--- src/rtl/cnn_pkg.sv ---
// Shared CNN datapath constants and types: default operand widths, tap count,
// accumulator width derivation, signed accumulator type and accumulator phase enum.
package cnn_pkg;

   localparam int DEF_INPUT  = 4;
   localparam int DEF_FILTER = 4;
   localparam int DEF_TAPS   = 9;

   // Four guard bits cover up to 16 taps of the worst-case product.
   function automatic int acc_width(input int input_w, input int filter_w);
      return input_w + filter_w + 4;
   endfunction

   localparam int DEF_ACC_W = acc_width(DEF_INPUT, DEF_FILTER);

   typedef logic signed [DEF_ACC_W-1:0] acc_t;

   typedef enum logic {
      IDLE  = 1'b0,
      ACCUM = 1'b1
   } acc_phase_e;

endpackage

--- src/rtl/relu_clamp.sv ---
// Combinational ReLU on a signed W-bit value: negative inputs become zero.
module relu_clamp #(
   parameter int W = 12
) (
   input  logic signed [W-1:0] din,
   output logic signed [W-1:0] dout
);

   assign dout = din[W-1] ? '0 : din;

endmodule

--- src/rtl/conv_accumulator.sv ---
// Sums TAPS signed products per convolution window and emits a registered sum with a one-cycle valid.
// Optional: define CONV_ACC_RELU_EN to pass the completed sum through ReLU before the dout register.
//
// state | meaning
// IDLE  | count == 0, accumulator empty, next product loads acc
// ACCUM | count in 1..TAPS-1, window partially accumulated
module conv_accumulator
   import cnn_pkg::*;
#(
   parameter int INPUT  = DEF_INPUT,
   parameter int FILTER = DEF_FILTER,
   parameter int TAPS   = DEF_TAPS,
   parameter int ACC_W  = acc_width(INPUT, FILTER)
) (
   input  logic                           clk,
   input  logic                           rst_n,
   input  logic                           Start,
   input  logic                           Clear,
   input  logic signed [INPUT+FILTER-1:0] din,
   output logic signed [ACC_W-1:0]        dout,
   output logic                           out_valid,
   output logic                           busy
);

   localparam int PW    = INPUT + FILTER;
   localparam int CNT_W = $clog2(TAPS);
   localparam logic [CNT_W-1:0] LAST = CNT_W'(TAPS - 1);

   logic signed [ACC_W-1:0] acc, acc_nxt;
   logic signed [ACC_W-1:0] din_ext, sum, sum_out, dout_nxt;
   logic [CNT_W-1:0]        count, count_nxt;
   logic                    out_valid_nxt, busy_nxt;
   acc_phase_e              phase;

   assign din_ext = {{(ACC_W-PW){din[PW-1]}}, din};
   assign sum     = acc + din_ext;

`ifdef CONV_ACC_RELU_EN
   relu_clamp #(.W(ACC_W)) u_relu (
      .din  (sum),
      .dout (sum_out)
   );
`else
   assign sum_out = sum;
`endif

   always_ff @(posedge clk or negedge rst_n) begin
      if (!rst_n) begin
         acc       <= '0;
         count     <= '0;
         dout      <= '0;
         out_valid <= 1'b0;
         busy      <= 1'b0;
      end else begin
         acc       <= acc_nxt;
         count     <= count_nxt;
         dout      <= dout_nxt;
         out_valid <= out_valid_nxt;
         busy      <= busy_nxt;
      end
   end

   always_comb begin
      acc_nxt       = acc;
      count_nxt     = count;
      dout_nxt      = dout;
      out_valid_nxt = 1'b0;
      phase         = (count == '0) ? IDLE : ACCUM;
      // Clear beats a simultaneous Start; dout and a pending pulse are untouched.
      if (Clear) begin
         acc_nxt   = '0;
         count_nxt = '0;
      end else if (Start) begin
         case (phase)
            IDLE: begin
               acc_nxt   = din_ext;
               count_nxt = CNT_W'(1);
            end
            ACCUM: begin
               if (count == LAST) begin
                  dout_nxt      = sum_out;
                  out_valid_nxt = 1'b1;
                  acc_nxt       = '0;
                  count_nxt     = '0;
               end else begin
                  acc_nxt   = sum;
                  count_nxt = count + CNT_W'(1);
               end
            end
            default: begin
               acc_nxt   = '0;
               count_nxt = '0;
            end
         endcase
      end
      busy_nxt = (count_nxt != '0);
   end

endmodule

--- config.mk ---
export PLATFORM = sky130hd
export DESIGN_NAME = conv_accumulator
export DESIGN_NICKNAME = d
export VERILOG_FILES = /design/src/rtl/cnn_pkg.sv /design/src/rtl/relu_clamp.sv /design/src/rtl/conv_accumulator.sv
export SDC_FILE = /design/constraint.sdc
export NUM_CORES = 1
export LEC_CHECK = 0
export BUFFER_PORTS_ARGS = -buffer_cell sky130_fd_sc_hd__buf_2
export CORE_UTILIZATION = 50
export CTS_CLUSTER_SIZE = 14
export DETAILED_ROUTE_END_ITERATION = 10
export GPL_ROUTABILITY_DRIVEN = 0
export HOLD_SLACK_MARGIN = 0.15
export PLACE_DENSITY = 0.69
export SLEW_MARGIN = 5
export SYNTH_ARGS = -nofsm -noshare
export SYNTH_HDL_FRONTEND = slang
export SYNTH_SLANG_ARGS = --single-unit
--- constraint.sdc ---
create_clock -name clk -period 2.3 [get_ports clk]
set_input_delay 0.23 -clock clk [delete_from_list [all_inputs] [get_ports clk]]
set_output_delay 0.23 -clock clk [all_outputs]
set_load 0.005 [all_outputs]
**After elaboration in Yosys (flattened, before gate mapping)**

Cells that the tools add are included.

- Add/subtract/negate cells: 2
- Multiply operators: 0
- Div/mod/pow operators: 0
- Magnitude comparators: 0
- Equal/unequal tests: 1
- Shifts and indexed selects: 0
- Mux-type cells: 13
- Bitwise gates (word level): 2
- Reduce and logical (&&, ||, !) cells: 4

Operators with widths:

| cell | number |
|---|---|
| 12-bit 2-to-1 mux | 3 |
| 12-bit case mux with 2 select lines | 1 |
| 12-bit by 8-bit adder with 12-bit output | 1 |
| 4-bit 2-to-1 mux | 3 |
| 4-bit case mux with 2 select lines | 1 |
| 1-bit 2-to-1 mux | 5 |
| 4-bit by 1-bit adder with 4-bit output, second input constant | 1 |
| 4-bit == test, second input constant | 1 |
| 4-bit logical NOT | 1 |
| 4-bit AND reduction | 1 |
| 4-bit nonzero test | 1 |
| 1-bit NOT | 2 |
| 2-bit nonzero test | 1 |

- Bits in registers: 30
- Bits in latches: 0
- Bits in writable memories: 0
- ROM bits: 0
- Input bits: 12
- Word-level logic and storage cells: 27
- Memories kept: 0

**Longest topological paths before layout**

- Depth in word-level cells: 6
- Depth in mapped cells: 8
- Depth with buffers taken out: 8

**Least setup slack after synthesis**

Ideal clock, no wire load.

- Kind: reg2reg
- From: register acc[0]
- To: register acc[8]
- Setup time: 0.126 ns
- Data arrival time: 1.782 ns
- Slack: 0.392 ns
- Stages on the path, launching flop included: 9
- Period minus slack after synthesis: 1.908 ns
- Path through: dfrtp_1 > ha_1 > inv_1 > fa_1 > nand2b_1 > a21o_1 > a31oi_2 > mux2i_1 > a221o_1

- Cells in the longest elaborated chain, start to end: 5

Ends and longest elaborated chain:

| element | RTL line | RTL |
|---|---|---|
| from (decl) | conv_accumulator.sv:29 | `logic signed [ACC_W-1:0] acc, acc_nxt;` |
| from (signal assigned) | conv_accumulator.sv:55 | `acc <= acc_nxt;` |
| 12-bit by 8-bit adder with 12-bit output | conv_accumulator.sv:36 | `assign sum = acc + din_ext;` |
| 12-bit 2-to-1 mux | conv_accumulator.sv:80 | `if (count == LAST) begin` |
| 12-bit case mux with 2 select lines | conv_accumulator.sv:74 | `case (phase)` |
| 12-bit 2-to-1 mux | conv_accumulator.sv:73 | `end else if (Start) begin` |
| 12-bit 2-to-1 mux | conv_accumulator.sv:70 | `if (Clear) begin` |

No other way between the ends. The select of a mux whose other input is x is not followed.
A chain may end at the register's enable or synchronous reset.

**Worst setup path after layout**

- From: register count[0]
- To: register acc[8]

- Cells in the longest elaborated chain, start to end: 5
- Elaborated cells between the ends (all ways): 7
- Those cells by class: 1 x eq/ne; 5 x mux; 1 x reduce/logical

Ends and longest elaborated chain:

| element | RTL line | RTL |
|---|---|---|
| from (decl) | conv_accumulator.sv:31 | `logic [CNT_W-1:0] count, count_nxt;` |
| from (signal assigned) | conv_accumulator.sv:56 | `count <= count_nxt;` |
| 4-bit == test or 4-bit logical NOT (tied branches) | conv_accumulator.sv:80, conv_accumulator.sv:68 |  |
| 12-bit 2-to-1 mux or 1-bit 2-to-1 mux (tied branches) | conv_accumulator.sv:80, conv_accumulator.sv:68 |  |
| 12-bit case mux with 2 select lines * | conv_accumulator.sv:74 |  |
| 12-bit 2-to-1 mux * | conv_accumulator.sv:73 |  |
| 12-bit 2-to-1 mux * | conv_accumulator.sv:70 |  |

Mark *: on every way between the ends. The rest lies on a longest branch, timed or not. The select of a mux whose other input is x is not followed.

==> results.md <==
Detailed routing:
- The average vias per placed instance is 5.76.
- The initial detailed-routing violation count is 84.
- The iteration count of the initial detailed-routing pass is 5.
- The total number of vias is 1600.
- After detailed routing, the number of remaining DRC violations is 0.
- For this block, the routed nets add up to 4130 um of wire.
- The average wire per cell in the routed design is 14.9 um.
- In this run the remaining antenna-violating nets after routing total 0.

Power and ir drop:
- The overall power after layout is around 1500 uW.
- The portion of total power attributed to combinational logic is between 20% and 30%.
- For this design the static power due to leakage is about 0.0010 uW.
- The internal power is slightly above 1000 uW.
- IR analysis of the VDD net gives a maximum drop of 0.290 mV.
- The power density of the placed cells is ~680 nW/um^2.
- Of the total power, the share spent switching nets is 30.6%.
- Sequential cells burn between 40% and 50% of the power.
- The total net switching power is 448 uW.
- The clock network burns ~34% of the power.

Clocking:
- In this run the number of H-tree levels came out at 2.
- The clock edge transition at the registers on the reported setup and hold paths is 60 ps.
- In this run, post-CTS repair resized a total of 0 instances.
- The number of clock sinks is 30.
- TritonCTS built the clock tree.
- Counting the buffers created by CTS gives 5.
- The clock reaches the later pin of the worst-skew pair after 280 ps.
- Counting along the longest clock path gives a buffer depth of 2.
- Clock tree synthesis selected as its root buffer the cell clkbuf_8.

Run:
- The max capacitance violation total is 0.

Global routing:
- Across every metal layer, demand over resource in global routing totals 23.4%.
- The number of antenna violations at the first check in global routing is 0.
- The number of global-route vias before repair came to 1632.
- The remaining global-route overflow is 0.
- The wire length of the first global-routing pass is 7280 um.
- The pin count of the biggest net entering global routing is 31.

Synthesis:
- The main combinational cell family by area after synthesis is compound AO/OA/AOI/OAI gates.
- After synthesis the cells add up to 1880 sq um.
- The area fraction in compound gates after synthesis is 22.0%.
- The register bit count reported by yosys is 30.
- Summing the areas of all and, or, nand and nor instances in the mapped netlist gives 18.1% of the synthesized area.
- Yosys mapped the design onto 44 distinct sky130hd cell types.
- The dominant cell type by area after synthesis is dfrtp_1.
- The synthesized netlist devotes a little under 10% of its cell area to adder and majority cells.
- Ranked by total cell area, the synthesized netlist is headed by dfrtp_1 40%, ha_1 8.6%, o21ai_0 5.3%.
- The net count of the mapped netlist is about 230.
- Yosys printed 0 warnings.
- The synthesized design devotes to its leading area cell type 39.9% of total area.
- The average instance in the mapped netlist occupies between 9 and 10 sq um.
- After synthesis, flip-flops and latches occupy 39.9% of the total area.
- Synthesis produced roughly 200 cells.
- After Yosys synthesis, XOR and XNOR cells account for under 10% of the synthesized area.
- Measured against the total synthesized area, the mux share comes to approximately 2.1%.

Floorplanning:
- In this run the count of I/O pins placed on the die edge is 26.
- Measured along the x axis, the die boundary spans 63.3 um.
- The floorplan core area is 3470 sq um.
- The number of rows created at floorplan is 21.
- The area of the die is 4010 sq um.
- In this run the vertical extent of the chip is between 60 and 70 um.
- The effective utilization at floorplan is 54.2%.

STA:
- The clock period minus worst slack is 2080 ps.
- Of the available clock period, the critical path in the final layout requires 90.4%.
- The clock arrives with 8.95 ps of skew.
- The top achievable clock speed is about 480 MHz.
- The number of max-slew violations in the final report is 0.
- Setup repair after global routing left no endpoint under its margin.
- Measured against its own limit, the worst slew margin works out to 54.9%.
- For the pin with the worst max-slew slack, the measured transition is 677 ps.
- In the final timing run, aggregate negative setup slack is 0 ps.
- The count of endpoints failing hold in the final timing report is 0.
- The total of endpoints with negative setup slack in the final report is 0.

Final layout:
- The number of fill cells is 325.
- For this run, the post-layout net count is approximately 260.
- The layout overhead on the synthesized area is 14.6%.
- After routing the design area is 2150 sq um.
- The antenna diode count is 0.
- The share of cells above drive strength 1 is roughly 19%.

Critical path:
- The critical path ends at acc[8]$_DFFE_PN0P_.
- The worst setup path startpoint is count[0]$_DFF_PN0_.
- The count of cells along the worst register-to-register path is 7.
- The setup check on the worst reg-to-reg path leaves a slack of ~220 ps.
- Along the worst path, the maximum fanout reaches 13.
- On the worst path, the slowest cell contributes a delay of roughly 520 ps.
- The critical path is of the reg -> reg type.
- The data arrival time of the worst path is 2240 ps.
- The reg-to-reg critical path endpoint is acc[8]$_DFFE_PN0P_.
- The slowest stage of the critical path belongs to the cell nor2b_2.
- The critical path endpoint category is a flip-flop.
- STA puts the critical path data required time at approximately 2500 ps.
- The kind of start point of the critical path is a flip-flop.
- Walking the worst path, the cells encountered are inv_1 > ha_1 > nor2b_2 > a21oi_2 > nand2b_1 > mux2i_1 > a221o_1.
- The startpoint identified for the worst register-to-register timing path is count[0]$_DFF_PN0_.

Placed design:
- Once placement finished, the instance area stood at 2030 sq um.
- The estimated wirelength of the detail-placed design is 3110 um.
- Input and output buffers added on the ports amount to 25.

Outcome:
- The run finished with clean final reports.

Hold path:
- The path type of the worst min-delay path is in -> reg.
==> cell usage after synthesis <==
master    count
nand2b_1      6
a211oi_1      5
and2_1        2
o21a_1        2
nor2b_1       1
fa_1          1
o22ai_1       2
a21oi_2       2
a31oi_2       1
a22oi_1       5
nand2b_4      1
or4_4         1
o31ai_1       1
o21ai_2       1
nor2_2        1
or4_1         2
nor2b_2       1
xnor2_1       5
or3_1         1
buf_4         1
dfrtp_1      30
ha_1         13
nand3b_1      2
a21boi_0      1
clkbuf_1      2
inv_1         8
mux2i_1       4
nand4b_1      1
nand3_1       7
xor2_1        5
o211ai_2      1
a221o_1       1
o21ai_0      20
o211ai_1      4
a31oi_1       3
nor2_1        9
buf_6         1
buf_2         2
and3_1        2
a21o_1        2
nand2_2       2
a21oi_1      14
nor3_1        3
nand2_1      24
==> cells in the final DEF (no fill, tap or decap), types with 2 or more instances in the layout <==
master / count
buf_2: 25
inv_1: 8
nor2_1: 9
a211oi_1: 5
dfrtp_1: 30
nand2_2: 2
mux2i_1: 4
and3_1: 2
o211ai_1: 4
and2_1: 2
xnor2_1: 5
clkbuf_8: 8
ha_1: 13
a31oi_1: 3
a22oi_1: 5
o22ai_1: 2
a21oi_1: 14
xor2_1: 5
nor3_1: 3
or4_1: 2
a21oi_2: 2
o21ai_0: 20
nand3b_1: 2
nand2b_1: 6
o21a_1: 2
nand2_1: 24
a21o_1: 2
nand3_1: 7
==> cell families after synthesis <==
logic type / after synthesis
AO/OA/AOI/OAI: 65
XOR/XNOR: 10
adder cells (fa/ha/maj): 14
buffers and inverters: 14
flip-flops: 30
multiplexers: 4
AND/OR/NAND/NOR: 66
==> how the worst min path moves through the flow <==
stage	cells past startpoint	endpoint	slack, ps	start
floorplan	0	acc[0]$_DFFE_PN0P_	-70	rst_n
global placement	1	dout[9]$_DFFE_PN0P_	300	rst_n
detailed placement	1	dout[9]$_DFFE_PN0P_	300	rst_n
CTS	3	acc[4]$_DFFE_PN0P_	210	din[4]
global route	3	acc[6]$_DFFE_PN0P_	210	din[6]
finish	3	acc[4]$_DFFE_PN0P_	220	din[4]
==> routing by layer <==
metal / up-vias / wire length, um / global-route usage, %
li1: 788 / - / -
met1: 752 / 1830 / 29.0
met2: 53 / 1980 / 36.8
met3: 7 / 251 / 6.16
met4: 0 / 69 / 12.5
met5: - / 0 / 0
==> repair_timing <==
action | 4_1_cts | 5_1_grt
hold buffers | 1 | 0
setup buffers | 0 | 0
hold endpoints to repair | 30 | 0
==> sequential cells by signal, indices dropped and copies added (netlist names) <==
signal,count
acc,12
dout,12
count,4
busy,1
out_valid,1
==> area by class of cell <==
type	instances	area [sq um]	share of cell area, %
inverter	8	30.0	1.39
timing repair buffer	27	143	6.62
clock buffer	8	110	5.11
multi-input combinational	159	1060	49.4
sequential	30	751	34.8
tap	46	57.6	2.67
==> through the flow <==
| step | instances | utilization, % | hold slack, ps | setup slack (ps) |
|---|---|---|---|---|
| after floorplan | 203 | - | -65.6 | 392 |
| after global placement | 269 | 58.7 | 297 | 319 |
| after detailed placement | 269 | 58.7 | 305 | 246 |
| after CTS | 278 | 62.1 | 209 | 226 |
| after global routing | 278 | 62.1 | 214 | 111 |
| final | 278 | 62.1 | 218 | 221 |
==> power by group through the flow <==
stage	sequential (uW)	clock, uW	combinational (uW)
floorplan	590	0	278
global placement	592	0	358
detailed placement	595	0	372
CTS	585	510	377
global route	590	534	419
finish	585	499	378
==> critical path: cells and delay by family (launching register included) <==
kind / cells / cell delay, ps
flops: 1 / 430
compound gates: 2 / 500
mux: 1 / 80
fa+ha+maj: 1 / 230
buf+inv: 1 / 80
simple gates: 2 / 660
(Power assumes the default switching activity.)
